## config.mk

```make
export PLATFORM = sky130hd
export DESIGN_NAME = regfile_write_scheduler
export DESIGN_NICKNAME = d
export VERILOG_FILES = /design/src/rtl/regfile_write_scheduler_pkg.sv /design/src/rtl/regfile_write_arbiter.sv /design/src/rtl/regfile_write_scheduler.sv
export SDC_FILE = /design/constraint.sdc
export NUM_CORES = 1
export LEC_CHECK = 0
export BUFFER_PORTS_ARGS = -buffer_cell sky130_fd_sc_hd__buf_2
export CORE_MARGIN = 1
export CORE_UTILIZATION = 25
export DETAILED_ROUTE_END_ITERATION = 7
export PLACE_DENSITY = 0.58
export SETUP_SLACK_MARGIN = 0.3
export SYNTH_ARGS = -nofsm -noshare
export SYNTH_HDL_FRONTEND = slang
export SYNTH_SLANG_ARGS = --single-unit
export TNS_END_PERCENT = 1
```

## constraint.sdc

```tcl
create_clock -name clock -period 4.5 [get_ports clock]
set_input_delay 0.45 -clock clock [delete_from_list [all_inputs] [get_ports clock]]
set_output_delay 0.45 -clock clock [all_outputs]
set_load 0.1 [all_outputs]
```

## src/rtl/regfile_write_scheduler_pkg.sv

```systemverilog
// Shared definitions for the register-file write scheduler: register count,
// default widths and the sequencer state type.
package regfile_write_scheduler_pkg;

    localparam int REG_COUNT          = 32;
    localparam int DEFAULT_DATA_WIDTH = 64;
    localparam int DEFAULT_ADDR_WIDTH = 5;

    typedef enum logic {
        INIT = 1'b0,
        RUN  = 1'b1
    } state_t;

endpackage

```

## src/rtl/regfile_write_arbiter.sv

```systemverilog
// Grant logic for the shared write port: fixed load-unit priority, or a
// last-grant round-robin pointer when REGFILE_ARB_ROUND_ROBIN_EN is defined.
module regfile_write_arbiter (
`ifdef REGFILE_ARB_ROUND_ROBIN_EN
    input  logic clock,
    input  logic reset,
`endif
    input  logic enable,
    input  logic alu_valid,
    input  logic mem_valid,
    output logic alu_grant,
    output logic mem_grant
);

`ifdef REGFILE_ARB_ROUND_ROBIN_EN
    // 1 = ALU was granted last; reset value makes the load unit win first.
    logic last_alu_q;
    logic last_alu_d;

    always_ff @(posedge clock) begin
        if (reset) begin
            last_alu_q <= 1'b1;
        end else begin
            last_alu_q <= last_alu_d;
        end
    end

    always_comb begin
        last_alu_d = last_alu_q;
        if (alu_grant) begin
            last_alu_d = 1'b1;
        end else if (mem_grant) begin
            last_alu_d = 1'b0;
        end
    end
`endif

    always_comb begin
        alu_grant = 1'b0;
        mem_grant = 1'b0;
        if (enable) begin
            if (alu_valid && mem_valid) begin
`ifdef REGFILE_ARB_ROUND_ROBIN_EN
                if (last_alu_q) begin
                    mem_grant = 1'b1;
                end else begin
                    alu_grant = 1'b1;
                end
`else
                mem_grant = 1'b1;
`endif
            end else begin
                alu_grant = alu_valid;
                mem_grant = mem_valid;
            end
        end
    end

endmodule

```

## src/rtl/regfile_write_scheduler.sv

```systemverilog
// Register-file write-port sequencer: zero sweep of x1..x31, then ALU/load
// writeback arbitration and pending-write scoreboard. Option: REGFILE_ARB_ROUND_ROBIN_EN.
module regfile_write_scheduler
    import regfile_write_scheduler_pkg::*;
#(
    parameter int DATA_WIDTH = DEFAULT_DATA_WIDTH,
    parameter int ADDR_WIDTH = DEFAULT_ADDR_WIDTH
) (
    input  logic                  clock,
    input  logic                  reset,
    input  logic                  alu_valid,
    input  logic [ADDR_WIDTH-1:0] alu_rd,
    input  logic [DATA_WIDTH-1:0] alu_data,
    output logic                  alu_ready,
    input  logic                  mem_valid,
    input  logic [ADDR_WIDTH-1:0] mem_rd,
    input  logic [DATA_WIDTH-1:0] mem_data,
    output logic                  mem_ready,
    input  logic                  issue_valid,
    input  logic [ADDR_WIDTH-1:0] issue_rd,
    input  logic [ADDR_WIDTH-1:0] rs1_address,
    input  logic [ADDR_WIDTH-1:0] rs2_address,
    output logic                  rs1_busy,
    output logic                  rs2_busy,
    output logic                  init_done,
    output logic                  reg_write,
    output logic [ADDR_WIDTH-1:0] rd_address,
    output logic [DATA_WIDTH-1:0] write_data,
    output state_t                dbg_state
);

    // Handshake: a requester holds valid/rd/data stable until ready; a transfer
    // happens on a rising edge where valid && ready, and ready never waits on
    // anything registered other than the state and arbitration pointer.

    // One spare bit lets the sweep counter reach REG_COUNT without wrapping to x0.
    localparam int                 SWEEP_W   = ADDR_WIDTH + 1;
    localparam logic [SWEEP_W-1:0] SWEEP_END = SWEEP_W'(REG_COUNT);

    state_t                  state_q, state_d;
    logic [SWEEP_W-1:0]      sweep_q, sweep_d;
    logic                    init_done_q, init_done_d;
    logic                    reg_write_q, reg_write_d;
    logic [ADDR_WIDTH-1:0]   rd_address_q, rd_address_d;
    logic [DATA_WIDTH-1:0]   write_data_q, write_data_d;
    logic [REG_COUNT-1:0]    sb_q, sb_d;
    logic                    alu_grant, mem_grant;

    regfile_write_arbiter u_arbiter (
`ifdef REGFILE_ARB_ROUND_ROBIN_EN
        .clock     (clock),
        .reset     (reset),
`endif
        .enable    (state_q == RUN),
        .alu_valid (alu_valid),
        .mem_valid (mem_valid),
        .alu_grant (alu_grant),
        .mem_grant (mem_grant)
    );

    always_ff @(posedge clock) begin
        if (reset) begin
            state_q      <= INIT;
            sweep_q      <= SWEEP_W'(1);
            init_done_q  <= 1'b0;
            reg_write_q  <= 1'b0;
            rd_address_q <= '0;
            write_data_q <= '0;
            sb_q         <= '0;
        end else begin
            state_q      <= state_d;
            sweep_q      <= sweep_d;
            init_done_q  <= init_done_d;
            reg_write_q  <= reg_write_d;
            rd_address_q <= rd_address_d;
            write_data_q <= write_data_d;
            sb_q         <= sb_d;
        end
    end

    always_comb begin
        state_d = state_q;
        sweep_d = sweep_q;
        if (state_q == INIT) begin
            if (sweep_q == SWEEP_END) begin
                state_d = RUN;
            end else begin
                sweep_d = sweep_q + SWEEP_W'(1);
            end
        end
    end

    always_comb begin
        reg_write_d  = 1'b0;
        rd_address_d = '0;
        write_data_d = '0;
        init_done_d  = init_done_q;
        sb_d         = sb_q;
        if (state_q == INIT) begin
            if (sweep_q != SWEEP_END) begin
                reg_write_d  = 1'b1;
                rd_address_d = sweep_q[ADDR_WIDTH-1:0];
            end else begin
                init_done_d = 1'b1;
            end
        end else begin
            if (alu_grant) begin
                reg_write_d  = (alu_rd != '0);
                rd_address_d = alu_rd;
                write_data_d = alu_data;
                sb_d[alu_rd] = 1'b0;
            end else if (mem_grant) begin
                reg_write_d  = (mem_rd != '0);
                rd_address_d = mem_rd;
                write_data_d = mem_data;
                sb_d[mem_rd] = 1'b0;
            end
            // Applied after the clear so a same-cycle issue keeps the bit set.
            if (issue_valid && issue_rd != '0) begin
                sb_d[issue_rd] = 1'b1;
            end
        end
        sb_d[0] = 1'b0;
    end

    assign alu_ready  = alu_grant;
    assign mem_ready  = mem_grant;
    assign rs1_busy   = sb_q[rs1_address];
    assign rs2_busy   = sb_q[rs2_address];
    assign init_done  = init_done_q;
    assign reg_write  = reg_write_q;
    assign rd_address = rd_address_q;
    assign write_data = write_data_q;
    assign dbg_state  = state_q;

endmodule

```

==> results of run 1 <==
final timing paths:
kind | end | slack, ns | cells after the start
setup reg to reg | write_data[46] | 2.23 | 5
setup / recovery | alu_ready | 1.99 | 3
hold / removal | write_data[52] | 0.31 | 3
hold reg to reg | init_done | 0.49 | 1
flip-flops by register name (all words and copies together), names as in the netlist:
signal,flops
dbg_state,1
init_done,1
rd_address,5
reg_write,1
sb_q,31
sweep_q,6
write_data,64
logic make-up (layout without fill, tap and decap cells):
| logic type | after synthesis | count (layout) | synth area share |
|---|---|---|---|
| fa+ha+maj | 2 | 2 | 0.004812 |
| simple gates | 227 | 227 | 0.2117 |
| buf+inv | 71 | 271 | 0.06376 |
| xor+xnor | 5 | 5 | 0.008423 |
| flops | 109 | 109 | 0.4196 |
| mux | 23 | 23 | 0.05871 |
| other cells | 0 | 1 | 0 |
| compound gates | 169 | 169 | 0.2329 |
per-stage QoR:
stage | setup slack [ns] | util
floorplan | 1.665 | -
global placement | 2.184 | 0.3193
detailed placement | 2.159 | 0.3193
CTS | 1.981 | 0.3340
global route | 1.880 | 0.3341
finish | 1.988 | 0.3341
cells in the mapped netlist (3+ instances only):
library cell  number  area, um^2
dfxtp_1          109        2182
nor2_1            99       371.6
a22oi_1           79       593.1
nand2_1           43       161.4
a21oi_1           39       195.2
clkbuf_1          26       97.59
buf_2             19       95.09
nand3_1           19       95.09
inv_1             17       63.81
mux2i_1           17       170.2
nand2b_1          13       81.33
nor2b_1           12       75.07
a32oi_1           10       87.58
nand4_1            9       56.30
nor3b_1            7       52.55
o21ai_1            7       35.03
o32ai_1            7       61.31
a211oi_1           6       45.04
and3b_1            6       52.55
mux4_2             6       135.1
and4b_1            5       50.05
buf_6              4       45.04
o2111ai_1          4       35.03
o211ai_1           4       30.03
a21oi_2            3       26.28
and2_1             3       18.77
buf_4              3       22.52
nor3_1             3       15.01
xor2_1             3       26.28
report_power, final:
| group | switching, mW | internal (mW) | total, mW |
|---|---|---|---|
| logic | 0.130 | 0.0819 | 0.212 |
| clock network | 0.421 | 0.396 | 0.818 |
| registers | 0.00606 | 0.970 | 0.976 |
| total | 0.557 | 1.45 | 2.01 |
routing by layer:
layer,up-vias,GRT usage
li1,2589,-
met1,2520,0.2346
met2,176,0.2657
met3,29,0.04063
met4,6,0.06354
met5,-,0
final cells by class:
class | instances | area (um^2)
Fill cell | 2158 | 13520
Sequential cell | 109 | 2182
Multi-Input combinational cell | 426 | 2694
Timing Repair Buffer | 238 | 1204
Inverter | 17 | 63.81
Clock inverter | 7 | 72.57
Clock buffer | 9 | 225.2
Antenna cell | 1 | 2.502
Tap cell | 270 | 337.8
worst max-delay path, delay by kind of cell (launching register included):
kind                   cells  cell delay [ns]
DFF                        1             0.31
and+or+nand+nor            1             0.53
buffers and inverters      2             0.84
==> results_dict.tcl, run 1 <==
set metrics [dict create \
    dr.pass1.iters 4 \
    final_cell_count_no_fill 1077 \
    total_power_mw 2.005 \
    finClkSkew_ns 0.01241 \
    routedLengthMet1_um 8561 \
    final_cell_area_mm2 0.006782 \
    max_freq_mhz 398.0 \
    cts_root_buf "clkbuf_16" \
    drt-total-wl_um 18770 \
    avgSynthCellArea_um2 8.581 \
    drv_slew 0 \
    synth_nets 766 \
    period_share 0.5583 \
    ios 234 \
    worst_path_max_delay_cell "buf_2" \
    yosysUniqueCellTypes 46 \
    cp-end-kind "primary output" \
    grt.total_usage 0.1729 \
    critical_path.max_fanout 35 \
    syn_to_final_growth_pct 30.41 \
    cp-startpoint "dbg_state" \
    die_area_mm2 0.02138 \
    syn_area_mm2 0.005200 \
    rsz0062_at_grt "false" \
    mostFrequentLayoutCell "buf_2" \
    dieWidth_um 146.2 \
    drive_above_1_share 0.3362 \
    postCtsSetupRepairBufs 0 \
    hp-class "input pin to flop" \
    cts-resized-gates 0 \
    drc 0 \
    fin_hold_ws_ns 0.3108 \
    top_layer "met5" \
    synth-seq-area-share 0.4196 \
    crit_required_ns 4.05 \
    synth_edf_count 0 \
    grt_pass1_wl_um 28510 \
    ant_nets 0 \
    fin_crit_ns 2.512 \
    grt_antenna_before_repair 4 \
    async_flop_share 0 \
    wl_met3_um 1215 \
    yosysWarnings 0 \
    timing.max_cap.violations 0 \
    ir_worst_vdd_mv 0.1560 \
    cts.sinks 109 \
    grt_overflow 0 \
    initial_core_util 0.2562 \
    design.core.area_mm2 0.02030 \
    worstSkewPairLatency_ns 0.37 \
    dp_hpwl_um 13910 \
    tightest_slew_ns 0.7317 \
    crit_type "flop to primary output" \
    gp_congestion 0.8605 \
    crit_chain "buf_4, and3b_4, buf_2" \
    grt_pass1_vias 5058 \
    startpoint_type "flop" \
    cts_tree "built" \
    worstPathArrival_ns 2.06 \
    synthCells 606 \
    dr_total_vias 5320 \
    clk_path_buf_depth 2 \
    htreeDepth 3 \
    ctsHoldBuffers 0 \
    hold_viol 0 \
    grt_max_degree 67 \
    rows 52 \
    placedCellCount 1060 \
    viasPerCell 4.940 \
    power_density_mw_per_mm2 295.7 \
    leakage_nw 2.696 \
    layout_common_cells "buf_2 (233), dfxtp_1 (109), nor2_1 (99)" \
    wl_per_cell_um 17.43 \
    status "finished, final reports clean" \
    place_area_mm2 0.006481 \
    min_from "mem_data[52]" \
    slew-limit-headroom 0.5122 \
    nets 961 \
    dieHeight_um 146.2 \
    clk_pin_slew_worst_paths_ns 0.09 \
    cpPeakStageDelay_ns 0.54 \
    ys.flop_type "dfxtp_1" \
    cts_buffers 9 \
    met2_length_um 8593 \
    synth_seq_cells 109 \
    final-setup-viol-count 0 \
    fin_setup_tns_ns 0 \
    portBuffers 233 \
    drtIter0Drc 375 \
    r2r-start "dbg_state" \
]
Power figures use the tool's default switching activity.
==> run 2, diff against run 1 <==
==> constraint.sdc (replaced) <==
create_clock -name clock -period 2.47 [get_ports clock]
set_input_delay 0.247 -clock clock [delete_from_list [all_inputs] [get_ports clock]]
set_output_delay 0.247 -clock clock [all_outputs]
set_load 0.1 [all_outputs]
==> run 2 against run 1 <==
Register-to-register slack lost 1.8 ns. Sequential share of layout area down 0.29 points. Critical path depth rose by 2. Final cell count grew 0.28%. Clock skew is 0.0027 ns lower. Largest power group unchanged. Sequential power rose by 82%. Largest cell class unchanged. Critical path type unchanged. Global-route usage is 0.10 points higher. Non-clock buffer count up 2. Core utilization rose by 0.32 points. Wire length rose by 1.3%.
==> results_dict.tcl, run 2 (synthesis gave the netlist of run 1 again) <==
set metrics [dict create \
    hp-class "input pin to flop" \
    placedCellCount 1062 \
    cts_root_buf "clkbuf_16" \
    r2r_cells 4 \
    grt_pass1_vias 4983 \
    timing.final.ws_setup_ns 0.4097 \
    status "finished, final reports clean" \
    final-setup-viol-count 0 \
    fin_setup_tns_ns 0 \
    ir_worst_vdd_mv 0.3109 \
    critical_path.max_fanout 3 \
    htreeDepth 3 \
    holdPathEnd "write_data[34]" \
    period_share 0.8341 \
    reg2reg_to "sb_q[19]" \
    gp_congestion 0.8992 \
    worstPathArrival_ns 1.81 \
    dp_slack_ns 0.6056 \
    min_from "mem_data[34]" \
    fin_crit_ns 2.060 \
    place_area_mm2 0.006553 \
    dp_hpwl_um 14040 \
    dr.pass1.iters 5 \
    ant_nets 0 \
    drv_slew 0 \
    grt_pass1_wl_um 28620 \
    wl_per_cell_um 17.61 \
    cts-resized-gates 0 \
    cp-end-kind "primary output" \
    ctsHoldBuffers 0 \
    nets 964 \
    drc 0 \
    grt.total_usage 0.1739 \
    clk_path_buf_depth 2 \
    clk_pin_slew_worst_paths_ns 0.08 \
    worstSkewPairLatency_ns 0.36 \
    grt_overflow 0 \
    power_density_mw_per_mm2 525.1 \
    hold_viol 0 \
    hold_depth 3 \
    grt_antenna_before_repair 4 \
    fin_hold_ws_ns 0.1177 \
    final_cell_count_no_fill 1080 \
    regToRegSetupSlack_ns 0.41 \
    rsz0062_at_grt "true" \
    grt_max_degree 66 \
    cts_tree "built" \
    crit_type "flop to primary output" \
    initial_core_util 0.2562 \
    drive_above_1_share 0.3375 \
    crit_required_ns 2.22 \
    r2r-start "dbg_state" \
    final_cell_area_mm2 0.006847 \
    design.core.area_mm2 0.02030 \
    timing.max_cap.violations 0 \
    leakage_nw 2.711 \
    dr_total_vias 5352 \
    syn_to_final_growth_pct 31.67 \
    layout_common_cells "buf_2 (231), dfxtp_1 (108), nor2_1 (99)" \
    die_area_mm2 0.02138 \
    tightest_slew_ns 1.179 \
    portBuffers 233 \
    dieWidth_um 146.2 \
    max_freq_mhz 485.4 \
    mostFrequentLayoutCell "buf_2" \
    viasPerCell 4.956 \
    drtIter0Drc 497 \
    cts.sinks 109 \
    ios 234 \
    startpoint_type "flop" \
    drt-total-wl_um 19020 \
    finClkSkew_ns 0.009755 \
    rows 52 \
    postCtsSetupRepairBufs 0 \
    dieHeight_um 146.2 \
    slew-limit-headroom 0.2143 \
    largest_register_ffs 64 \
    cts_buffers 9 \
]
==> run 2: critical path, cell delays in order, from the launching register on <==
cell and delay [ns]:
dfxtp_1 0.35, mux4_2 0.45, nand2b_1 0.15, o211ai_1 0.10, nand4_1 0.11, buf_2 0.30
==> run 2: power breakdown <==
group	leakage, nW	internal [mW]	switching, mW
logic	1.70	0.150	0.240
registers	0.880	1.77	0.0116
clock network	0.136	0.706	0.719
total	2.71	2.62	0.971
==> run 2: per-layer routing <==
layer	GRT usage	part of all wire	wire length, um
met3	0.04438	0.070	1335
met1	0.2253	0.43	8146
met2	0.2826	0.48	9132
met4	0.05313	0.020	377
met5	0	0.0014	27
==> run 2: cell type report <==
class                      instances  area [um^2]
antenna                            1        2.502
clock buffer                      10        229.0
clock inverter                     6        53.80
fill                            2173        13450
inverter                          17        63.81
multi-input combinational        427         2703
sequential                       109         2183
tap                              270        337.8
timing repair buffer             240         1274
==> run 2: worst max-delay path by stage <==
stage                 to  slack [ns]      startpoint
2_1_floorplan   rs1_busy        0.25  rs1_address[0]
3_3_place_gp    rs1_busy        0.64  rs1_address[0]
3_5_place_dp     sb_q[8]        0.61       dbg_state
4_1_cts        alu_ready        0.32       dbg_state
5_1_grt         sb_q[30]        0.28       dbg_state
6_report        rs1_busy        0.41         sb_q[6]
==> run 2: metrics by stage <==
stage               utilization  total power [mW]
detailed placement       0.3228             2.206
floorplan                     -             2.021
global route             0.3372             3.727
finish                   0.3373             3.595
CTS                      0.3367             3.638
global placement         0.3228             2.205
==> run 3, diff against run 2 <==
--- a/config.mk
+++ b/config.mk
@@ -5,6 +5,7 @@
 export SDC_FILE = /design/constraint.sdc
 export NUM_CORES = 1
 export LEC_CHECK = 0
+export ABC_AREA = 1
 export BUFFER_PORTS_ARGS = -buffer_cell sky130_fd_sc_hd__buf_2
 export CORE_MARGIN = 1
 export CORE_UTILIZATION = 25
==> constraint.sdc (replaced) <==
create_clock -name clock -period 2 [get_ports clock]
set_input_delay 0.2 -clock clock [delete_from_list [all_inputs] [get_ports clock]]
set_output_delay 0.2 -clock clock [all_outputs]
set_load 0.1 [all_outputs]
==> run 3 against run 2 <==
Via count increased by 12%. Synthesized cell count rose by 28%. First-iteration DRC count grew 6.4%. Final area up 6.0%. Critical path depth is 4 higher. Synthesized area grew 1.9%. Clock skew rose by 0.0029 ns. Worst setup slack lost 0.084 ns. Sequential share of layout area fell by 0.99 points. Flip-flop and latch count is the same. Critical path type unchanged. Critical endpoint unchanged. Highest routed layer is now met4.
==> results_dict.tcl, run 3 <==
set metrics [dict create \
    ir_worst_vdd_mv 0.3181 \
    synth_common_cells "nand2_1 (315), dfxtp_1 (109), a21oi_1 (104)" \
    ys.flop_type "dfxtp_1" \
    viasPerCell 4.696 \
    critPathTopFamily "simple AND/OR/NAND/NOR gates" \
    status "finished, final reports clean" \
    crit_type "flop to primary output" \
    synth_edf_count 0 \
    avgSynthCellArea_um2 6.852 \
    timing.max_cap.violations 0 \
    grt.total_usage 0.1772 \
    synth_most_common_cell "nand2_1" \
    syn_area_mm2 0.005296 \
    hp-class "input pin to flop" \
    yosysUniqueCellTypes 31 \
    synthCells 773 \
    mostFrequentLayoutCell "nand2_1" \
    ctsHoldBuffers 0 \
    dr_total_vias 6006 \
    drc 0 \
    ant_nets 0 \
    dr.pass1.iters 6 \
    design.core.area_mm2 0.02049 \
    timing.final.ws_setup_ns 0.3254 \
    cpPeakStageDelay_ns 0.38 \
    cts_tree "built" \
    worstPathArrival_ns 1.47 \
    yosysTopAreaCell "dfxtp_1" \
    initial_core_util 0.2584 \
    dieHeight_um 147.6 \
    synth_area_leaders "dfxtp_1 (41%), nand2_1 (22%), a21oi_1 (9.8%), nand3_1 (7.1%), inv_1 (3.3%)" \
    syn_to_final_growth_pct 37.00 \
    final-setup-viol-count 0 \
    htreeDepth 3 \
    wl_per_cell_um 15.34 \
    tightest_slew_ns 0.8077 \
    worst_path_max_delay_cell "dfxtp_2" \
    dieWidth_um 147.6 \
    startpoint_type "flop" \
    drtIter0Drc 529 \
    die_area_mm2 0.02177 \
    dp_hpwl_um 14640 \
    crit_chain "nand2_1, nand3_1, nand3_1, nand2_1, nand2_1, nand2_1, nand2_1, nand2_2, buf_12" \
    synth_nets 933 \
    grt_pass1_wl_um 30040 \
    dp_slack_ns 0.3668 \
    async_flop_share 0 \
    num-fill-cells 2228 \
    total_power_mw 4.579 \
    power_density_mw_per_mm2 631.1 \
    synth_top_cell_area_share 0.4120 \
    drt-total-wl_um 19620 \
    nets 1163 \
    slew-limit-headroom 0.4574 \
    grt_pass1_vias 5625 \
    cts_root_buf "clkbuf_16" \
    drv_slew 0 \
    cts_buffers 9 \
    cp_common_cell "nand2_1" \
    cp-end-kind "primary output" \
    clk_pin_slew_worst_paths_ns 0.08 \
    gp_congestion 0.8652 \
    finClkSkew_ns 0.01263 \
    period_share 0.8373 \
    crit_required_ns 1.80 \
    cts.sinks 109 \
    leakage_nw 3.074 \
    largest_register_ffs 64 \
    path_buf_inv 1 \
    hold_viol 0 \
    grt_max_degree 43 \
    grt_overflow 0 \
    ios 234 \
    rsz0062_at_grt "true" \
    grt_antenna_before_repair 2 \
    synth_seq_cells 109 \
    clk_path_buf_depth 2 \
    fin_setup_tns_ns 0 \
    synth-seq-area-share 0.4120 \
    portBuffers 233 \
    drive_above_1_share 0.3294 \
    layout_common_cells "nand2_1 (310), buf_2 (229), a21oi_1 (104)" \
    yosysWarnings 0 \
    fin_crit_ns 1.675 \
    worstSkewPairLatency_ns 0.35 \
    critical_path.max_fanout 3 \
    max_freq_mhz 597.1 \
    rows 52 \
]
[run 3: changes by cell type in the layout (fill, tap and decap cells not counted), moves of 14 or more]
cell and change:
mux2i_1 -17, a21oi_1 +65, nand2_1 +267, a22oi_1 -79, dfxtp_2 +17, inv_1 +25, dfxtp_1 -27, nand3_1 +51
buf_4 +14, nor2_1 -86
[run 3: stage by stage]
step	util	cells	instance area, um^2	hold slack (ns)
after floorplan	-	773	5300	0.3427
after global placement	0.3295	1255	6753	0.4483
after detailed placement	0.3295	1255	6753	0.4495
after CTS	0.3472	1273	7116	0.05980
after global routing	0.3540	1279	7256	0.06399
final	0.3540	1279	7256	0.07940
[run 3: final timing paths]
kind	slack, ns	cells past startpoint	endpoint	startpoint
hold reg to reg	0.47	1	init_done	init_done
hold / removal	0.08	3	write_data[9]	alu_data[9]
setup reg to reg	0.44	8	sb_q[27]	dbg_state
setup / recovery	0.33	9	rs1_busy	sb_q[19]
[run 3: kinds of logic (layout without fill, tap and decap cells)]
| group | after synthesis | in the layout | share of synthesized area |
|---|---|---|---|
| compound gates | 138 | 138 | 0.1420 |
| xor+xnor | 4 | 4 | 0.006616 |
| fa+ha+maj | 2 | 2 | 0.004724 |
| buf+inv | 87 | 322 | 0.08174 |
| flops | 109 | 109 | 0.4120 |
| other cells | 0 | 1 | 0 |
| simple gates | 433 | 433 | 0.3529 |
[run 3: layout make-up]
| cell class | instances | area [um^2] | area share |
|---|---|---|---|
| tap | 270 | 337.8 | 0.04656 |
| antenna | 1 | 2.502 | 0.0003449 |
| sequential | 109 | 2242 | 0.3090 |
| clock buffer | 9 | 225.2 | 0.03104 |
| timing repair inverter | 1 | 8.758 | 0.001207 |
| timing repair buffer | 254 | 1414 | 0.1949 |
| clock inverter | 7 | 91.34 | 0.01259 |
| multi-input combinational | 577 | 2728 | 0.3759 |
| inverter | 51 | 206.4 | 0.02845 |
[run 3: report_power, final]
group          leakage [nW]  internal (mW)  switching [mW]
Clock                 0.151           1.00           0.911
Combinational          2.03          0.182           0.302
Sequential            0.897           2.17          0.0119
Total                  3.07           3.35            1.22
[run 3: what timing repair did]
item                                    4_1_cts  5_1_grt
resized for setup                            12       42
gates cloned                                  1        1
endpoints found under the setup margin        4       13
pin swaps                                     1       13
buffers inserted                              1        4
[run 3: worst reg2reg max path, stage by stage (launching register included)]
cell and delay, ns:
dfxtp_4 0.43, nand2_2 0.08, nor2_4 0.18, buf_4 0.22, nand3_2 0.19, inv_1 0.13
nand2_1 0.06, nand3_1 0.09, a21oi_1 0.06
[run 3: metal layers]
metal	vias to the layer above	global-route usage	wire length [um]
li1	2986	-	-
met1	2718	0.2249	8384
met2	279	0.2986	9303
met3	23	0.03302	1536
met4	0	0.06340	397
met5	-	0	0
